[config.mk]
export PLATFORM = sky130hd
export DESIGN_NAME = fp32_vec8_feeder_flat
export DESIGN_NICKNAME = d
export VERILOG_FILES = /design/src/rtl/fp32_vec8_feeder_if.sv /design/src/rtl/fp32_vec8_feeder.sv /design/src/flat_wrapper.sv
export SDC_FILE = /design/constraint.sdc
export NUM_CORES = 1
export LEC_CHECK = 0
export ABC_AREA = 1
export CORE_MARGIN = 10
export CORE_UTILIZATION = 46
export CTS_BUF_LIST = sky130_fd_sc_hd__clkbuf_16
export DETAILED_ROUTE_END_ITERATION = 6
export MAX_ROUTING_LAYER = met4
export PLACE_DENSITY = 0.79
export REMOVE_ABC_BUFFERS = 1
export SYNTH_ARGS = -nofsm -noshare
export SYNTH_HDL_FRONTEND = slang
export SYNTH_SLANG_ARGS = --single-unit
[constraint.sdc]
create_clock -name clk -period 2.3 [get_ports clk]
set_clock_uncertainty 0.1 [all_clocks]
set_input_delay 0.575 -clock clk [delete_from_list [all_inputs] [get_ports clk]]
set_output_delay 0.575 -clock clk [all_outputs]
set_load 0.01 [all_outputs]
[src/rtl/fp32_vec8_feeder_if.sv]
// fp32_vec8_feeder_if
//   Stream bundle for fp32_vec8_feeder.
//   Element side: in_valid/in_ready handshake carrying in_data, in_last and in_dtz.
//   Result side:  out_valid/out_ready handshake carrying out_sum, out_nan,
//                 out_inf and out_count.
//   master: the environment, which drives elements and consumes results.
//   slave : the feeder.
interface fp32_vec8_feeder_if;
  logic        in_valid;
  logic        in_ready;
  logic [31:0] in_data;
  logic        in_last;
  logic        in_dtz;
  logic        out_valid;
  logic        out_ready;
  logic [31:0] out_sum;
  logic        out_nan;
  logic        out_inf;
  logic [3:0]  out_count;

  modport master (
    output in_valid, in_data, in_last, in_dtz, out_ready,
    input  in_ready, out_valid, out_sum, out_nan, out_inf, out_count
  );

  modport slave (
    input  in_valid, in_data, in_last, in_dtz, out_ready,
    output in_ready, out_valid, out_sum, out_nan, out_inf, out_count
  );
endinterface

[src/rtl/fp32_vec8_feeder.sv]
// fp32_vec8_feeder
//   Collects up to eight FP32 elements into lanes feeding an external
//   8-input combinational adder tree, pads unfilled lanes with PAD_WORD,
//   holds the lanes stable for one ISSUE cycle, registers the tree result
//   and presents it on a valid/ready result port.
// Ports:
//   clk, rst           sole clock, synchronous active-high reset
//   bus (slave)        element stream in, result stream out
//   fp_inputs_flat     lane k at [32k+31:32k], to the adder tree
//   denorm_to_zero_en  in_dtz captured with the first element of the group
//   fp_sum, is_nan_in, is_inf_in  combinational result from the adder tree
//   groups_done        completed-group counter, wraps
module fp32_vec8_feeder #(
  parameter logic [31:0] PAD_WORD = 32'h8000_0000
) (
  input  logic                 clk,
  input  logic                 rst,
  fp32_vec8_feeder_if.slave    bus,
  output logic [255:0]         fp_inputs_flat,
  output logic                 denorm_to_zero_en,
  input  logic [31:0]          fp_sum,
  input  logic                 is_nan_in,
  input  logic                 is_inf_in,
  output logic [15:0]          groups_done
);

  typedef enum logic [1:0] {COLLECT, ISSUE, HOLD} state_t;

  state_t           state;
  logic [2:0]       cnt;
  logic [7:0][31:0] lanes;
  logic             dtz_q;
  logic             out_valid_q;
  logic [31:0]      out_sum_q;
  logic             out_nan_q;
  logic             out_inf_q;
  logic [3:0]       out_count_q;
  logic [15:0]      groups_q;
  logic             accept;

  // in_ready is forced low while reset is asserted so nothing is accepted
  // in the reset cycle even though state may already read COLLECT.
  assign bus.in_ready = (state == COLLECT) && !rst;
  assign accept       = bus.in_valid && bus.in_ready;

  always_ff @(posedge clk) begin
    if (rst) begin
      state       <= COLLECT;
      cnt         <= '0;
      lanes       <= {8{PAD_WORD}};
      dtz_q       <= 1'b0;
      out_valid_q <= 1'b0;
      out_sum_q   <= '0;
      out_nan_q   <= 1'b0;
      out_inf_q   <= 1'b0;
      out_count_q <= '0;
      groups_q    <= '0;
    end else begin
      case (state)
        COLLECT: begin
          if (accept) begin
            lanes[cnt] <= bus.in_data;
            if (cnt == 3'd0) dtz_q <= bus.in_dtz;
            if (bus.in_last || (cnt == 3'd7)) begin
              // Lanes above the current one get the pad word on the same
              // edge; with cnt==7 the loop selects nothing.
              for (int unsigned k = 0; k < 8; k++) begin
                if (k > 32'(cnt)) lanes[k[2:0]] <= PAD_WORD;
              end
              out_count_q <= {1'b0, cnt} + 4'd1;
              state       <= ISSUE;
            end else begin
              cnt <= cnt + 3'd1;
            end
          end
        end
        ISSUE: begin
          out_sum_q   <= fp_sum;
          out_nan_q   <= is_nan_in;
          out_inf_q   <= is_inf_in;
          groups_q    <= groups_q + 16'd1;
          out_valid_q <= 1'b1;
          state       <= HOLD;
        end
        HOLD: begin
          if (bus.out_ready) begin
            out_valid_q <= 1'b0;
            cnt         <= '0;
            state       <= COLLECT;
          end
        end
        default: state <= COLLECT;
      endcase
    end
  end

  assign fp_inputs_flat    = lanes;
  assign denorm_to_zero_en = dtz_q;
  assign groups_done       = groups_q;
  assign bus.out_valid     = out_valid_q;
  assign bus.out_sum       = out_sum_q;
  assign bus.out_nan       = out_nan_q;
  assign bus.out_inf       = out_inf_q;
  assign bus.out_count     = out_count_q;

endmodule

[src/flat_wrapper.sv]
// flat-port wrapper written by rule: the top's interface ports become plain ports
module fp32_vec8_feeder_flat 
#(
  parameter logic [31:0] PAD_WORD = 32'h8000_0000
)
  (clk, rst, fp_inputs_flat, denorm_to_zero_en, fp_sum, is_nan_in, is_inf_in, groups_done, bus_in_valid, bus_in_data, bus_in_last, bus_in_dtz, bus_out_ready, bus_in_ready, bus_out_valid, bus_out_sum, bus_out_nan, bus_out_inf, bus_out_count);
  fp32_vec8_feeder_if bus_i ();
  input  logic clk;
  input  logic rst;
  output logic [255:0] fp_inputs_flat;
  output logic denorm_to_zero_en;
  input  logic [31:0] fp_sum;
  input  logic is_nan_in;
  input  logic is_inf_in;
  output logic [15:0] groups_done;
  input wire logic [$bits(bus_i.in_valid)-1:0] bus_in_valid;
  input wire logic [$bits(bus_i.in_data)-1:0] bus_in_data;
  input wire logic [$bits(bus_i.in_last)-1:0] bus_in_last;
  input wire logic [$bits(bus_i.in_dtz)-1:0] bus_in_dtz;
  input wire logic [$bits(bus_i.out_ready)-1:0] bus_out_ready;
  output wire logic [$bits(bus_i.in_ready)-1:0] bus_in_ready;
  output wire logic [$bits(bus_i.out_valid)-1:0] bus_out_valid;
  output wire logic [$bits(bus_i.out_sum)-1:0] bus_out_sum;
  output wire logic [$bits(bus_i.out_nan)-1:0] bus_out_nan;
  output wire logic [$bits(bus_i.out_inf)-1:0] bus_out_inf;
  output wire logic [$bits(bus_i.out_count)-1:0] bus_out_count;
  assign bus_i.in_valid = bus_in_valid;
  assign bus_i.in_data = bus_in_data;
  assign bus_i.in_last = bus_in_last;
  assign bus_i.in_dtz = bus_in_dtz;
  assign bus_i.out_ready = bus_out_ready;
  assign bus_in_ready = bus_i.in_ready;
  assign bus_out_valid = bus_i.out_valid;
  assign bus_out_sum = bus_i.out_sum;
  assign bus_out_nan = bus_i.out_nan;
  assign bus_out_inf = bus_i.out_inf;
  assign bus_out_count = bus_i.out_count;
  fp32_vec8_feeder #(.PAD_WORD(PAD_WORD)) u_core (.clk(clk), .rst(rst), .bus(bus_i), .fp_inputs_flat(fp_inputs_flat), .denorm_to_zero_en(denorm_to_zero_en), .fp_sum(fp_sum), .is_nan_in(is_nan_in), .is_inf_in(is_inf_in), .groups_done(groups_done));
endmodule
==> summary.txt, run 1 <==
Run status
  – Status: complete, no violations

Timing
  – Setup TNS Final: 0 ns
  – Fin Hold WS: 0.3669 ns
  – Tmin final: 2.200 ns
  – Final setup vio count: 0
  – RSZ-0062 raised after global routing: no
  – Relative slew margins: 0.6082
  – Slew of the pin with the lowest slew margin: 0.5869 ns
  – Max Slew Vio Count: 0
  – Final period util: 0.9565
  – Final hold vios: 0
  – Fmax: 454.6 MHz

Clock tree
  – Clock latency on the worst-skew pair: 0.51 ns
  – Clk root buf: clkbuf_16
  – Setup Buffers After CTS: 0
  – H-tree depth: 2
  – CTS tree: built
  – TritonCTS buffer count: 34
  – Worst-path clk slew: 0.06 ns
  – Sink Count: 317
  – Maximum buffer depth of the clock tree: 3

Placed design
  – Number of port buffers: 384
  – RD Place Congestion: 0.8976
  – Final HPWL DP: 32.25 mm

Routing
  – Wire length per cell: 19.70 um
  – DR iter-0 viols: 1163
  – Remaining DRCs: 0
  – Routed vias: 12400
  – DRT antenna net count: 0
  – Routed WL: 45.90 mm
  – Avg Vias per Cell: 5.320
  – TritonRoute pass-1 iters: 5

Global route
  – Largest net degree at the start of global routing: 117
  – Tot GR Track Use: 0.2698
  – GRT overflow: 0
  – Initial antenna violation count: 0
  – Vias in the first global route: 12010
  – First-pass GRT wire length: 69.95 mm

Pwr
  – Combinational power share: 0.107
  – Pleak: 0.006800 uW
  – Int Pwr: 9051 uW
  – Net Sw Frac: 0.2447
  – Final total power: 11980 uW
  – Sequential share of power: 0.476
  – Peak supply drop: 0.0007016 V
  – Net Switching: 2932 uW
  – Clk pwr share: 0.417
  – Power density cells: 682.0 mW/mm2

Yosys
  – Seq/Total Area, Yosys: 0.5223
  – Synth Warn #: 0
  – Syn Std Cell Area: 0.01215 mm2
  – Post-synthesis cell count: 1616
  – Mux cell area share after synthesis: 0
  – Compound-Gate Fraction of Synth Area: 0.1910
  – Post-Synth XOR/XNOR Area: 0.002163
  – Synth Area in Simple Gates: 0.2171
  – Avg Cell Area, Syn: 7.518 um2
  – Cell variety after synth: 32
  – Number of synthesized register bits: 317
  – Largest family of logic cells by synthesized area: simple AND/OR/NAND/NOR gates
  – Adder-cell share of the synthesized area: 0.005149

Worst setup path
  – Slowest-stage cell, CP: clkdlybuf4s50_1
  – Critical path cell sequence: clkdlybuf4s50_1
  – Flop2flop setup slack: 0.28 ns
  – Buffer and inverter count on the worst path: 1
  – Crit path max-delay family: buffers and inverters
  – CP max stage delay: 0.59 ns
  – Crit end category: output port
  – WS Path Type: reg2out
  – Crit path arrival time: 1.52 ns
  – Worst setup SP type: flip-flop
  – Critical path fanouts, max: 6
  – Worst EP required: 1.62 ns

Floorplan
  – Die Ht: 182.5 um
  – Starting Density: 0.4662
  – Total Die Area: 0.03331 mm2
  – Standard-cell row count: 59
  – Core area: 0.02606 mm2
  – I/O Pins: 385
  – Die width: 182.5 um

Final layout
  – Fin nets: 2050
  – Share of layout cells above drive strength 1: 0.07322
  – Synth-to-Final Area Change: 44.61%

Flow run
  – Max-Cap Viols: 0

Min path
  – Hold Path Class: reg2reg
-- worst register-to-register path, delay by kind of cell (launching register included) --
kind                     cells  cell delay [ns]
AND/OR/NAND/NOR              2             0.33
adder cells (fa/ha/maj)      2             0.37
flip-flops                   1             0.49
AO/OA/AOI/OAI                2             0.32
buffers and inverters        2             0.30
-- cells in the mapped netlist --
library cell	number	share of area
a21oi_1	42	0.017
a31oi_1	1	0.00052
buf_1	2	0.00062
buf_2	25	0.010
buf_4	1	0.00062
buf_6	4	0.0037
clkbuf_1	79	0.024
clkbuf_2	3	0.0012
dfxtp_1	317	0.52
ha_1	5	0.0051
inv_1	63	0.019
inv_2	6	0.0019
nand2_1	199	0.061
nand2b_1	1	0.00052
nand3_1	22	0.0091
nand3_2	1	0.00082
nand3_4	1	0.0014
nand4_1	9	0.0046
nor2_1	367	0.11
nor2_2	4	0.0021
nor2_4	5	0.0046
nor3_1	5	0.0021
nor4_1	1	0.00052
o211ai_1	1	0.00062
o21a_1	2	0.0012
o21ai_0	375	0.15
o21ai_1	38	0.016
o21bai_1	2	0.0012
or2_1	1	0.00052
or2_2	31	0.016
xnor2_1	1	0.00072
xor2_1	2	0.0014
-- final cells by class --
class | instances | area, um2
Clock buffer | 37 | 925.9
Timing Repair Buffer | 435 | 4474
Antenna cell | 1 | 2.502
Inverter | 69 | 264.0
Multi-Input combinational cell | 1116 | 5059
Clock inverter | 20 | 77.57
Fill cell | 2143 | 8489
Sequential cell | 317 | 6347
Tap cell | 335 | 419.2
-- what timing repair did --
action,4_1_cts,5_1_grt
resized for setup,5,2
setup endpoints to repair,1,14
hold endpoints to repair,0,0
hold buffers,0,0
-- logic make-up (layout without fill, tap and decap cells) --
kind of cell | count (synthesis) | in the layout
simple gates | 647 | 647
xor+xnor | 3 | 3
other cells | 0 | 1
flops | 317 | 317
compound gates | 461 | 461
buf+inv | 183 | 561
fa+ha+maj | 5 | 5
-- flip-flops by register name, indices dropped and copies added (netlist names) --
signal and flops:
u_core.bus.out_sum 32, u_core.fp_inputs_flat 256, u_core.bus.out_count 4, u_core.bus.out_valid 1, u_core.bus.out_nan 1, u_core.state 2, u_core.bus.out_inf 1, u_core.groups_done 16
u_core.denorm_to_zero_en 1, u_core.cnt 3
-- power groups by stage --
| stage | clock [uW] | sequential (uW) | combinational [uW] |
|---|---|---|---|
| after global routing | 5280 | 5720 | 1390 |
| after detailed placement | 0 | 5820 | 1270 |
| after floorplan | 0 | 5880 | 445 |
| final | 5000 | 5710 | 1280 |
| after global placement | 0 | 5820 | 1240 |
| after CTS | 5090 | 5700 | 1280 |
-- cell usage in the layout, fill, tap and decap left out, drive strengths merged, types with 5 or more instances in the layout --
cell type      count
o21ai            413
buf               51
dfxtp            317
clkdlybuf4s50    382
nand3             24
clkbuf            37
nor2             376
a21oi             42
clkinv             9
nand2            199
or2               32
ha                 5
nand4              9
nor3               5
inv               80
-- path summary, 6_finish.rpt --
check / endpoint / depth (start not counted) / from
setup reg to reg: u_core.fp_inputs_flat[64] / 8 / u_core.cnt[1]
hold / removal: u_core.fp_inputs_flat[127] / 2 / u_core.fp_inputs_flat[127]
setup / recovery: groups_done[7] / 1 / u_core.groups_done[7]
hold reg to reg: u_core.fp_inputs_flat[127] / 2 / u_core.fp_inputs_flat[127]
-- through the flow --
stage	setup slack [ns]	util	std cells	area, um2
floorplan	-2.253	-	1502	11650
global route	0.01669	0.6741	2329	17570
global placement	-0.1846	0.6356	2272	16560
detailed placement	-0.1865	0.6356	2272	16560
CTS	0.08467	0.6740	2329	17560
finish	0.1001	0.6742	2330	17570
-- per-layer routing --
layer  part of all wire  wire length, um  up-vias  track usage
met5                  0                0        -            -
met2               0.47            21680      571       0.4241
li1                   -                -     5961            -
met4              0.057             2624        0       0.1448
met3              0.085             3892      125      0.05500
met1               0.39            17710     5738       0.3199
(Power assumes the default switching activity.)
==> run 2, diff against run 1 <==
Settings changed: CTS_CLUSTER_DIAMETER set to 40.
==> summary.txt, run 2 (synthesized netlist as in run 1, its figures left out) <==
Min path
  – Hold Path Class: reg2reg
  – Hold path endpoint: u_core.fp_inputs_flat[127]
  – Hold Path Stages: 2
  – Min-delay src: u_core.fp_inputs_flat[127]

Routing
  – TritonRoute pass-1 iters: 5
  – Routed WL: 46.68 mm
  – DRT antenna net count: 0
  – Avg Vias per Cell: 5.341
  – Routed vias: 12550
  – Wire length per cell: 19.87 um
  – DR iter-0 viols: 1136
  – Remaining DRCs: 0

Timing
  – Final hold vios: 0
  – Tmin final: 2.233 ns
  – Final setup vio count: 0
  – Final period util: 0.9708
  – Max Slew Vio Count: 0
  – Fmax: 447.8 MHz
  – Slack of the critical path: 0.06706 ns
  – Slew of the pin with the lowest slew margin: 0.5864 ns
  – Relative slew margins: 0.6085
  – RSZ-0062 raised after global routing: no

Worst setup path
  – Critical path fanouts, max: 6
  – CP max stage delay: 0.59 ns
  – Worst setup SP type: flip-flop
  – FF-to-FF Start: u_core.cnt[1]
  – Reg2reg path depth: 10
  – Crit path max-delay family: buffers and inverters
  – WS Path Type: reg2out
  – Critical path cell sequence: clkdlybuf4s50_1
  – R2R Path End: u_core.fp_inputs_flat[132]
  – Slowest-stage cell, CP: clkdlybuf4s50_1
  – Buffer and inverter count on the worst path: 1
  – Flop2flop setup slack: 0.29 ns
  – Worst EP required: 1.62 ns
  – Crit end category: output port
  – Crit path arrival time: 1.56 ns

Clock tree
  – Clock latency on the worst-skew pair: 0.53 ns
  – H-tree depth: 2
  – TritonCTS buffer count: 42
  – Clk root buf: clkbuf_16
  – Maximum buffer depth of the clock tree: 3
  – Sink Count: 317
  – Worst-path clk slew: 0.06 ns
  – CTS tree: built
  – Hold_buf cts: 0
  – Setup Buffers After CTS: 0

Placed design
  – DP Cell Count: 2272
  – RD Place Congestion: 0.8976
  – Final HPWL DP: 32.25 mm
  – Post-placement cell area: 0.01656 mm2
  – Dpl ws: -0.1865 ns
  – Number of port buffers: 384

Final layout
  – Share of layout cells above drive strength 1: 0.08640
  – Post-layout util: 0.6896
  – Fillcell total: 2069
  – Fin nets: 2058
  – Max reg flops: 256
  – Final instance count without filler cells: 2350
  – Most frequent cells in the layout: 382 x clkdlybuf4s50_1, 375 x o21ai_0, 365 x nor2_1
  – Most common cell after layout, fill and taps aside: clkdlybuf4s50_1
  – Final std cell area, no fill: 0.01797 mm2
  – Synth-to-Final Area Change: 47.92%

Global route
  – First-pass GRT wire length: 70.95 mm
  – Largest net degree at the start of global routing: 117
  – GRT overflow: 0
  – Vias in the first global route: 12320
  – Initial antenna violation count: 0
  – Tot GR Track Use: 0.2720

Floorplan
  – Die width: 182.5 um
  – Starting Density: 0.4662
  – Die Ht: 182.5 um
  – Core area: 0.02606 mm2
  – I/O Pins: 385
  – Total Die Area: 0.03331 mm2
  – Standard-cell row count: 59

Flow run
  – Max-Cap Viols: 0

Pwr
  – Final total power: 13500 uW
  – Power density cells: 751.4 mW/mm2
  – Peak supply drop: 0.0007119 V
  – Pleak: 0.006959 uW

Run status
  – Status: complete, no violations
## run 2: changes by cell type in the layout (fill, tap and decap cells not counted), moves of 3 or more
cell,delta
bufinv_16,+5
clkbuf_16,+6
clkinv_1,-3
clkinv_2,+3
clkinvlp_4,+7
inv_1,-5
inv_6,+4
## run 2: worst max path at each step
stage                                     start                   endpoint  slack (ns)  depth (start not counted)
final                     u_core.groups_done[7]             groups_done[7]        0.07                          1
after global routing            u_core.state[1]               bus_in_ready        0.02                          4
after CTS                 u_core.groups_done[7]             groups_done[7]        0.07                          1
after detailed placement                    rst               bus_in_ready       -0.19                          3
after global placement                      rst               bus_in_ready       -0.18                          3
after floorplan                             rst  u_core.fp_inputs_flat[31]       -2.25                          6
## run 2: what timing repair did
action / 4_1_cts / 5_1_grt
setup endpoints to repair: 1 / 7
gates resized for setup: 5 / 1
cloned: 0 / 0
## run 2: routing by layer
layer	part of all wire	track usage
met5	0	-
met4	0.059	0.1490
met3	0.080	0.05816
met2	0.47	0.4275
met1	0.39	0.3198
## run 2: cell type report
| class | instances | area (um2) | area share |
|---|---|---|---|
| inverter | 69 | 264.0 | 0.01469 |
| antenna | 1 | 2.502 | 0.0001392 |
| tap | 335 | 419.2 | 0.02332 |
| sequential | 317 | 6347 | 0.3532 |
| clock buffer | 43 | 1076 | 0.05988 |
| timing repair buffer | 435 | 4474 | 0.2490 |
| multi-input combinational | 1116 | 5059 | 0.2815 |
| clock inverter | 34 | 329.1 | 0.01831 |
## run 2: through the flow
step                setup TNS, ns  hold slack, ns
global route                    0          0.3885
floorplan                 -523.51          0.3771
detailed placement         -26.09          0.3535
CTS                             0          0.3674
finish                          0          0.3639
global placement           -15.88          0.3455
## run 2: worst register-to-register path: cells and delay by family, from the launching register on
| kind | cells | cell delay, ns |
|---|---|---|
| and+or+nand+nor | 5 | 0.54 |
| AOI/OAI and AO/OA | 1 | 0.17 |
| DFF | 1 | 0.48 |
| adders and majority gates | 2 | 0.37 |
| buffers and inverters | 2 | 0.25 |
## run 2: power by group
group          internal, uW  total (uW)  leakage [uW]  switching [uW]
clock network          3990        6510      0.000692            2520
registers              5630        5710       0.00256            78.4
logic                   559        1280       0.00370             723
